<file path="config.mk">
export PLATFORM = sky130hd
export DESIGN_NAME = pipe_perf_monitor
export DESIGN_NICKNAME = d
export VERILOG_FILES = /design/src/rtl/pipe_mon_pkg.sv /design/src/rtl/trace_ring_fifo.sv /design/src/rtl/pipe_perf_monitor.sv
export SDC_FILE = /design/constraint.sdc
export NUM_CORES = 2
export LEC_CHECK = 0
export CAP_MARGIN = 25
export CORE_ASPECT_RATIO = 0.5
export CORE_MARGIN = 4
export CORE_UTILIZATION = 45
export DETAILED_ROUTE_END_ITERATION = 10
export REMOVE_ABC_BUFFERS = 1
export SLEW_MARGIN = 20
export SYNTH_ARGS = -nofsm -noshare
export SYNTH_HDL_FRONTEND = slang
export SYNTH_SLANG_ARGS = --single-unit
</file>
<file path="constraint.sdc">
create_clock -name clk_i -period 13.99 [get_ports clk_i]
set_input_delay 2.798 -clock clk_i [delete_from_list [all_inputs] [get_ports clk_i]]
set_output_delay 2.798 -clock clk_i [all_outputs]
set_load 0.01 [all_outputs]
</file>
<file path="src/rtl/pipe_mon_pkg.sv">
// ---------------------------------------------------------------------------
// pipe_mon_pkg
// Shared constants for the pipeline performance monitor:
//   - counter index map used by the cnt_sel readout mux
//   - trace entry layout {pc, r_d_a, w, res} (MSB to LSB)
//   - full-trace policy encodings
// ---------------------------------------------------------------------------
package pipe_mon_pkg;

   // Counter index map: 0 = cycles, 1 = retired, 2+s = bubbles of stage s
   localparam int CNT_CYCLES      = 0;
   localparam int CNT_RETIRED     = 1;
   localparam int CNT_BUBBLE_BASE = 2;

   // Full-trace policy
   localparam int TRACE_STOP = 0;   // drop the new entry
   localparam int TRACE_WRAP = 1;   // overwrite the oldest entry

   // Fixed-width trace fields
   localparam int RDA_W = 5;
   localparam int WEN_W = 1;

   // Trace entry field offsets, derived from the parametrised widths
   function automatic int trace_res_lsb();
      return 0;
   endfunction

   function automatic int trace_w_bit(input int data_w);
      return data_w;
   endfunction

   function automatic int trace_rda_lsb(input int data_w);
      return data_w + WEN_W;
   endfunction

   function automatic int trace_pc_lsb(input int data_w);
      return data_w + WEN_W + RDA_W;
   endfunction

   function automatic int trace_width(input int pc_w, input int data_w);
      return pc_w + data_w + WEN_W + RDA_W;
   endfunction

endpackage

</file>
<file path="src/rtl/trace_ring_fifo.sv">
// ---------------------------------------------------------------------------
// trace_ring_fifo
// Power-of-two ring buffer holding retired-instruction trace entries.
// Pops are registered: a successful pop presents the oldest entry on
// rd_data_o with rd_valid_o high for exactly one cycle. When full, a push
// without a pop is either dropped (TRACE_STOP) or overwrites the oldest
// entry (TRACE_WRAP); both set the sticky overflow flag.
// Ports:
//   clk_i, reset_i   clock, asynchronous active-high reset
//   clr_i            synchronous clear of contents and overflow flag
//   push_i           push request, push_data_i entry to store
//   pop_i            pop request
//   rd_valid_o       rd_data_o holds a freshly popped entry
//   rd_data_o        last popped entry
//   count_o          occupancy, 0..DEPTH
//   overflow_o       sticky: an entry was dropped or overwritten
// ---------------------------------------------------------------------------
module trace_ring_fifo
   import pipe_mon_pkg::*;
#(
   parameter int DEPTH = 16,
   parameter int WIDTH = 70,
   parameter int MODE  = TRACE_STOP
) (
   input  logic                       clk_i,
   input  logic                       reset_i,
   input  logic                       clr_i,
   input  logic                       push_i,
   input  logic [WIDTH-1:0]           push_data_i,
   input  logic                       pop_i,
   output logic                       rd_valid_o,
   output logic [WIDTH-1:0]           rd_data_o,
   output logic [$clog2(DEPTH):0]     count_o,
   output logic                       overflow_o
);

   localparam int PTR_W = $clog2(DEPTH);
   localparam int OCC_W = PTR_W + 1;

   logic [WIDTH-1:0] mem_q [DEPTH];

   logic [PTR_W-1:0] wr_ptr_q, wr_ptr_d;
   logic [PTR_W-1:0] rd_ptr_q, rd_ptr_d;
   logic [OCC_W-1:0] count_q, count_d;
   logic             overflow_q, overflow_d;
   logic             rd_valid_q, rd_valid_d;
   logic [WIDTH-1:0] rd_data_q, rd_data_d;

   logic empty, full;
   logic do_pop, push_full, overwrite, write_en;

   assign empty = (count_q == '0);
   assign full  = (count_q == OCC_W'(DEPTH));

   // No bypass: a pop on an empty buffer is ignored even if a push arrives
   assign do_pop    = pop_i & ~empty & ~clr_i;
   // Push into a full buffer that no pop is making room for
   assign push_full = push_i & ~clr_i & full & ~do_pop;
   assign overwrite = push_full & (MODE == TRACE_WRAP);
   assign write_en  = push_i & ~clr_i & (~full | do_pop | overwrite);

   always_comb begin
      wr_ptr_d   = wr_ptr_q;
      rd_ptr_d   = rd_ptr_q;
      count_d    = count_q;
      overflow_d = overflow_q;
      rd_valid_d = 1'b0;
      rd_data_d  = rd_data_q;
      if (clr_i) begin
         wr_ptr_d   = '0;
         rd_ptr_d   = '0;
         count_d    = '0;
         overflow_d = 1'b0;
      end else begin
         if (write_en) begin
            wr_ptr_d = wr_ptr_q + PTR_W'(1);
         end
         // Overwrite when full: write and read pointers coincide, so the
         // read pointer moves past the entry being replaced.
         if (do_pop | overwrite) begin
            rd_ptr_d = rd_ptr_q + PTR_W'(1);
         end
         if (do_pop) begin
            rd_valid_d = 1'b1;
            rd_data_d  = mem_q[rd_ptr_q];
         end
         if (write_en & ~do_pop & ~overwrite) begin
            count_d = count_q + OCC_W'(1);
         end else if (do_pop & ~write_en) begin
            count_d = count_q - OCC_W'(1);
         end
         if (push_full) begin
            overflow_d = 1'b1;
         end
      end
   end

   // Storage has no reset; only written slots are ever read
   always_ff @(posedge clk_i) begin
      if (write_en) begin
         mem_q[wr_ptr_q] <= push_data_i;
      end
   end

   always_ff @(posedge clk_i or posedge reset_i) begin
      if (reset_i) begin
         wr_ptr_q   <= '0;
         rd_ptr_q   <= '0;
         count_q    <= '0;
         overflow_q <= 1'b0;
         rd_valid_q <= 1'b0;
         rd_data_q  <= '0;
      end else begin
         wr_ptr_q   <= wr_ptr_d;
         rd_ptr_q   <= rd_ptr_d;
         count_q    <= count_d;
         overflow_q <= overflow_d;
         rd_valid_q <= rd_valid_d;
         rd_data_q  <= rd_data_d;
      end
   end

   assign rd_valid_o = rd_valid_q;
   assign rd_data_o  = rd_data_q;
   assign count_o    = count_q;
   assign overflow_o = overflow_q;

endmodule

</file>
<file path="src/rtl/pipe_perf_monitor.sv">
// ---------------------------------------------------------------------------
// pipe_perf_monitor
// Read-only observer beside the processor pipeline. Keeps saturating
// performance counters (cycles, retired instructions, per-stage bubbles)
// and a ring-buffer trace of retired instructions drained by a pop
// handshake.
// Ports:
//   clk_i, reset_i        clock, asynchronous active-high reset
//   enable_i              event sampling enable (pops work regardless)
//   clr_i                 synchronous clear of counters, trace, overflow
//   stage_nop_i           per-stage bubble flags, MSB stage is write-back
//   wb_pc_i, wb_w_i,
//   wb_r_d_a_i, wb_res_i  write-back bus captured into the trace
//   cnt_sel_i             0 cycles, 1 retired, 2+s bubbles of stage s
//   cnt_data_o            registered selected counter (0 if out of range)
//   trace_rd_en_i         pop request
//   trace_rd_valid_o      trace_rd_data_o valid this cycle
//   trace_rd_data_o       {pc, r_d_a, w, res}
//   trace_count_o         trace occupancy
//   trace_overflow_o      sticky dropped/overwritten flag
// ---------------------------------------------------------------------------
module pipe_perf_monitor
   import pipe_mon_pkg::*;
#(
   parameter int NUM_STAGES  = 5,
   parameter int PC_W        = 32,
   parameter int DATA_W      = 32,
   parameter int CNT_W       = 32,
   parameter int TRACE_DEPTH = 16,
   parameter int TRACE_MODE  = TRACE_STOP
) (
   input  logic                              clk_i,
   input  logic                              reset_i,
   input  logic                              enable_i,
   input  logic                              clr_i,
   input  logic [NUM_STAGES-1:0]             stage_nop_i,
   input  logic [PC_W-1:0]                   wb_pc_i,
   input  logic                              wb_w_i,
   input  logic [4:0]                        wb_r_d_a_i,
   input  logic [DATA_W-1:0]                 wb_res_i,
   input  logic [$clog2(NUM_STAGES+2)-1:0]   cnt_sel_i,
   output logic [CNT_W-1:0]                  cnt_data_o,
   input  logic                              trace_rd_en_i,
   output logic                              trace_rd_valid_o,
   output logic [PC_W+DATA_W+5:0]            trace_rd_data_o,
   output logic [$clog2(TRACE_DEPTH):0]      trace_count_o,
   output logic                              trace_overflow_o
);

   localparam int NUM_CNT = NUM_STAGES + 2;
   localparam int ENTRY_W = trace_width(PC_W, DATA_W);
   localparam int RES_LSB = trace_res_lsb();
   localparam int W_BIT   = trace_w_bit(DATA_W);
   localparam int RDA_LSB = trace_rda_lsb(DATA_W);
   localparam int PC_LSB  = trace_pc_lsb(DATA_W);

   logic [CNT_W-1:0]   cnt_val [NUM_CNT];
   logic [CNT_W-1:0]   cnt_data_q, cnt_data_d;
   logic [ENTRY_W-1:0] trace_entry;
   logic               trace_push;

   // ------------------------------------------------------------------
   // Counter array: one saturating counter per event source
   // ------------------------------------------------------------------
   genvar gi;
   generate
      for (gi = 0; gi < NUM_CNT; gi++) begin : g_cnt
         logic             ev;
         logic [CNT_W-1:0] c_q, c_d;

         if (gi == CNT_CYCLES) begin : g_ev_cycle
            assign ev = 1'b1;
         end else if (gi == CNT_RETIRED) begin : g_ev_retired
            assign ev = ~stage_nop_i[NUM_STAGES-1];
         end else begin : g_ev_bubble
            assign ev = stage_nop_i[gi-CNT_BUBBLE_BASE];
         end

         always_comb begin
            c_d = c_q;
            if (clr_i) begin
               c_d = '0;
            end else if (enable_i && ev && (c_q != '1)) begin
               c_d = c_q + CNT_W'(1);
            end
         end

         always_ff @(posedge clk_i or posedge reset_i) begin
            if (reset_i) begin
               c_q <= '0;
            end else begin
               c_q <= c_d;
            end
         end

         assign cnt_val[gi] = c_q;
      end
   endgenerate

   // ------------------------------------------------------------------
   // Readout mux; selects beyond the counter array read as zero
   // ------------------------------------------------------------------
   always_comb begin
      cnt_data_d = '0;
      for (int i = 0; i < NUM_CNT; i++) begin
         if (int'(cnt_sel_i) == i) begin
            cnt_data_d = cnt_val[i];
         end
      end
   end

   always_ff @(posedge clk_i or posedge reset_i) begin
      if (reset_i) begin
         cnt_data_q <= '0;
      end else begin
         cnt_data_q <= cnt_data_d;
      end
   end

   assign cnt_data_o = cnt_data_q;

   // ------------------------------------------------------------------
   // Trace capture of every retirement
   // ------------------------------------------------------------------
   always_comb begin
      trace_entry = '0;
      trace_entry[RES_LSB +: DATA_W] = wb_res_i;
      trace_entry[W_BIT]             = wb_w_i;
      trace_entry[RDA_LSB +: RDA_W]  = wb_r_d_a_i;
      trace_entry[PC_LSB +: PC_W]    = wb_pc_i;
   end

   assign trace_push = enable_i & ~clr_i & ~stage_nop_i[NUM_STAGES-1];

   trace_ring_fifo #(
      .DEPTH (TRACE_DEPTH),
      .WIDTH (ENTRY_W),
      .MODE  (TRACE_MODE)
   ) u_trace (
      .clk_i       (clk_i),
      .reset_i     (reset_i),
      .clr_i       (clr_i),
      .push_i      (trace_push),
      .push_data_i (trace_entry),
      .pop_i       (trace_rd_en_i),
      .rd_valid_o  (trace_rd_valid_o),
      .rd_data_o   (trace_rd_data_o),
      .count_o     (trace_count_o),
      .overflow_o  (trace_overflow_o)
   );

endmodule
</file>
; ---- Word-level counts from Yosys, hierarchy flattened
; Memory sizes are Yosys's and may differ from the RTL's. A register that Yosys moved wholly into a read port is not among the register bits.
; Cells that the tools add are included.
[totals]
register_bits = 271
latch_bits = 0
mem_bits_rw = 1120
rom_bits = 0
out_inout_bits = 109
wordCells = 117
n_memories = 1
[classes]
n_addsub = 11
n_mul = 0
div = 0
n_lt_le_gt_ge = 0
eq_ne = 14
n_shift = 0
n_mux = 34
n_bitwise = 17
reduce_logical = 27
[mem_list]
columns = name, depth, width, rd, rd_clocked_by_memory_dff, wr, line
row1 = u_trace.mem_q, 16, 70, 1, 1, 1, trace_ring_fifo.sv:40  ; logic [WIDTH-1:0] mem_q [DEPTH];
[op_table]
columns = cell, count
row1 = 2-to-1 mux 32 bit, 21
row2 = "adder 32 x 1 -> 32 bit, second input constant", 7
row3 = "!= test 32 bit, second input constant", 7
row4 = nonzero test 2 bit, 10
row5 = 2-to-1 mux 4 bit, 4
row6 = 2-to-1 mux 5 bit, 3
row7 = logical AND 1 bit, 13
row8 = "equality test 3 bit, second input constant", 4
row9 = bitwise AND 1 bit, 10
row10 = "adder 4 x 1 -> 4 bit, second input constant", 2
row11 = "equality test 3 x 2 -> 1 bit, second input constant", 2
row12 = 2-to-1 mux 1 bit, 6
row13 = inverter 1 bit, 6
row14 = "adder 5 x 1 -> 5 bit, second input constant", 1
row15 = "equality test 5 bit, second input constant", 1
row16 = logical NOT 5 bit, 1
row17 = "subtractor 5 x 1 -> 5 bit, second input constant", 1
row18 = logical NOT 3 bit, 1
row19 = nonzero test 3 bit, 1
row20 = AND reduction 2 bit, 1
row21 = bitwise OR 1 bit, 1

; ---- Depth between registers and ports, before layout
[logic_depth]
depth_word = 11
depth_mapped = 10
depth_no_buf = 9

; ---- Cells and area by module
; From an unflattened synthesis, not the netlist that was laid out.
[unflattened]
cells_unflattened = 3646
hier_area_um2 = 60431.7
[by_module_without_submodules]
columns = mod, instances, cells_each, area_each_um2, seq_area_each_um2
row1 = trace_ring_fifo, 1, 1976, 45576.2, 35759.3
row2 = pipe_perf_monitor, 1, 1670, 14855.5, 6406.1

; ---- Least setup slack after synthesis
; OpenSTA, ideal clock, no wires.
[synth_timing]
path_kind = input to register
start = input enable_i
end = memory u_trace.mem_q[7][0] (enable)
setup_time_ns = 0.584
arrival_time_ns = 8.645
path_slack_ns = 4.760
cell_stages = 5
n_path_buf = 1
cell_sequence = buf_2 > nand2b_1 > a211oi_1 > nand2_1 > nor3_1
[synth_via]
elab_chain_cells = 6
[synth_lines]
columns = element, line
row1 = start: declaration, pipe_perf_monitor.sv:34  ; input logic enable_i,
row2 = bitwise AND 1 bit (2 in series), pipe_perf_monitor.sv:133  ; assign trace_push = enable_i & ~clr_i & ~stage_nop_i[NUM_STAGES-1];
row3 = bitwise AND 1 bit (2 in series), trace_ring_fifo.sv:60  ; assign write_en = push_i & ~clr_i & (~full | do_pop | overwrite);
row4 = 2-to-1 mux 1 bit, trace_ring_fifo.sv:100  ; if (write_en) begin
row5 = 2-to-1 mux 1 bit (implied by the code), trace_ring_fifo.sv:101  ; mem_q[wr_ptr_q] <= push_data_i;
row6 = end: declaration, trace_ring_fifo.sv:40
; No other way between the ends.

; ---- Worst setup path after layout
[layout_timing]
start = input enable_i
end = memory u_trace.mem_q[11][9] (enable)
; Same word-level chain as after synthesis.

==> impl_metrics.py <==
metrics = {
    "timing": {
        "finalHoldViolations": 0,
        "hold_ws_ns": 0.481,
        "final.period_utilization_pct": 40.9,
        "fin_crit_ns": 5.73,
        "fmax_ghz": 0.175,
        "skew_ns": 0.0386,
        "tightest_slew_ns": 1.03,
        "worst_slew_margin_rel_pct": 31.4,
        "tns_ns": 0,
        "setup_viol": 0,
        "finalMaxSlewViolations": 0,
        "rsz0062_at_grt": "no",
    },
    "clock_tree": {
        "clk_path_buf_depth": 3,
        "cts_sinks": 1461,
        "clkSlewWorstSetupHoldPaths_ns": 0.06,
        "clock_latency_ns": 0.76,
        "ctsHoldBuffers": 0,
        "cts_setup_buffers": 0,
        "cts_made_buffers": 134,
        "cts_resized": 0,
        "h-tree-depth": 4,
        "root_buffer": "clkbuf_16",
        "cts_tree": "done",
    },
    "finish": {
        "drive_gt1_share_pct": 15.3,
        "fin_nets": 3901,
        "final_cells": 5688,
        "post-route-util_pct": 51.9,
        "syn_to_final_growth_pct": 14.0,
    },
    "synth": {
        "synth_mux_area_share_pct": 13.8,
        "synth_edf_count": 1120,
        "synth_seq_cells": 1461,
        "synthArstFlopShare_pct": 23.3,
        "synth_adder_area_share_pct": 0.366,
        "ys_seq_area_share_pct": 70.0,
        "synth_xor_area_share_pct": 1.12,
        "synth_area_sq_um": 60200,
        "synth_top_cell_by_area": "edfxtp_1",
        "synth_warnings": 0,
        "synth_top_area_share_pct": 55.8,
        "postSynthCellCount": 3623,
        "yosys_most_used_dff": "edfxtp_1",
        "synth_top_family_by_area": "multiplexers",
        "yosys-top-cells-count": "edfxtp_1, dfrtp_1, mux4_2",
        "synth.most_common_cell": "edfxtp_1",
        "netlist-cell-type-count": 67,
        "synth-compound-area-share_pct": 6.68,
        "synth-simple-area-share_pct": 6.38,
        "syn_area_per_cell_sq_um": 16.6,
        "synth_top_cells_by_area": "edfxtp_1, dfrtp_1, mux4_2",
    },
    "worst_hold_path": {
        "holdPathStages": 1,
        "hold_path_class": "reg -> reg",
    },
    "power": {
        "pwr-share-clk_pct": 35.3,
        "comb_power_share_pct": 16.6,
        "intPower_mw": 7.72,
        "p_sw_share_pct": 25.3,
        "p_per_area_nw_per_um2": 150,
        "vdd_drop_max_uv": 146,
        "leakage_nw": 22.4,
        "power_switching_mw": 2.61,
        "power.share.sequential_pct": 48.1,
    },
    "global_route": {
        "grt_use_total_pct": 20.9,
        "grt_start_max_net_pins": 188,
        "grt_use_met2_pct": 33.0,
        "top_usage_layer": "met2",
        "antenna_found_initial": 2,
        "grt_pass1_wl_mm": 222,
        "grt-ovfl-total": 0,
        "grt_util_met1_pct": 29.6,
        "grt_pass1_vias": 34461,
        "grt.met3_usage_pct": 3.98,
    },
    "worst_setup_path": {
        "crit_path_start_kind": "primary input",
        "cp_data_arrival_time_ns": 6.11,
        "required_ns": 14.37,
        "crit_fanout": 55,
        "end_kind": "register",
        "ff2ff_path_depth": 6,
        "crit_type": "in -> reg",
    },
    "route": {
        "drc": 0,
        "drtIter0Drc": 3166,
        "drt_wl_total_mm": 146,
        "dr.pass1.iters": 6,
        "vias": 34049,
        "postRouteAntennaNets": 0,
        "via_per_inst": 5.99,
        "wl_per_cell_um": 25.6,
    },
    "die": {
        "die_w_um": 525,
        "core_area_sq_um": 132000,
        "die_h_um": 267,
        "initial_core_util_pct": 45.6,
        "ios": 192,
        "num_rows": 94,
        "dieArea_sq_um": 140000,
    },
    "run_status": {
        "run_status": "finished clean",
    },
    "place": {
        "place_congestion": 0.842,
        "place_inst": 5435,
        "hpwl_mm": 84.4,
        "numPortBuffers": 191,
    },
    "flow_run": {
        "cap_viol_max_count": 0,
    },
}
power by group through the flow:
| stage | combinational, mW | clock (mW) | sequential [mW] |
|---|---|---|---|
| final | 1.71 | 3.64 | 4.97 |
| after detailed placement | 1.74 | 0 | 5.06 |
| after global routing | 1.86 | 3.94 | 4.98 |
| after CTS | 1.74 | 3.73 | 4.97 |
| after global placement | 1.72 | 0 | 5.07 |
| after floorplan | 1.37 | 0 | 5.21 |
cell usage in the layout (no fill, tap or decap), types with 25 or more instances in the layout:
cell	n
edfxtp_1	1120
dfrtp_1	338
mux4_2	280
clkdlybuf4s50_1	188
a21oi_1	186
mux2i_1	185
nor2_1	161
clkbuf_16	139
nand2_1	103
o21ai_0	90
or3_1	88
a21o_1	74
nand3_1	71
o22ai_1	70
nand4_1	63
xnor2_1	52
buf_4	45
inv_1	42
or4_1	40
nor4_1	33
o31ai_1	32
clkinv_1	31
nor3_1	30
a2bb2oi_1	26
a22oi_1	26
o221ai_1	26
xor2_1	25
layer usage:
metal	wire length, um	part of all wire (%)
met2	69300	48
met4	3880	2.7
met3	8710	6.0
met1	64000	44
met5	0	0
worst paths after layout:
path / start / to / slack [ns]
min: u_trace.rd_data_o[36]$_DFFE_PP0P_ / u_trace.rd_data_o[36]$_DFFE_PP0P_ / 0.48
max in group asynchronous: reset_i / g_cnt[1].c_q[16]$_DFFE_PP0P_ / 9.50
min reg2reg: u_trace.rd_data_o[36]$_DFFE_PP0P_ / u_trace.rd_data_o[36]$_DFFE_PP0P_ / 0.48
max reg2reg: u_trace.rd_ptr_q[0]$_DFFE_PP0P_ / u_trace.rd_data_o[26]$_DFFE_PP0P_ / 10.03
min in group asynchronous: reset_i / g_cnt[5].c_q[4]$_DFFE_PP0P_ / 2.55
max: enable_i / u_trace.mem_q[11][9]$_DFFE_PP_ / 8.26
final cells by class:
class                      instances  area [sq um]
clock inverter                    76           681
clock buffer                     170          3670
tap                             1776          2220
inverter                          43           169
timing repair buffer             251          2530
sequential                      1461         42200
fill                           10651         63600
antenna                            1          2.50
multi-input combinational       1910         17200
cells by family after synthesis:
logic type | Yosys count
and+or+nand+nor | 715
DFF | 1461
adders and majority gates | 17
AOI/OAI and AO/OA | 623
xor gates and xnor gates | 77
muxes | 478
buffers and inverters | 252
state kept, by name, indices dropped and copies added (netlist names):
name,cells
u_trace.wr_ptr_q,4
u_trace.count_o,5
u_trace.overflow_o,1
cnt_data_o,32
u_trace.rd_valid_o,1
u_trace.rd_ptr_q,4
u_trace.rd_data_o,70
u_trace.mem_q,1120
g_cnt.c_q,224
worst max-delay path, stage by stage:
cell and delay (ns):
clkdlybuf4s50_1 0.46, buf_4 0.26, nand2b_1 0.21, a211oi_1 0.27, buf_4 0.22, nand3b_1 0.33, nor2_4 0.59, buf_4 0.86
stage by stage:
stage | total power [mW] | worst slack, ns | instance area (sq um)
2_1_floorplan | 6.58 | 1.74 | 59400
5_1_grt | 10.8 | 8.15 | 68600
4_1_cts | 10.5 | 8.25 | 68500
3_3_place_gp | 6.79 | 7.27 | 64100
6_report | 10.3 | 8.26 | 68600
3_5_place_dp | 6.80 | 7.41 | 64200
Note: power is estimated with default switching activity, not from simulation.
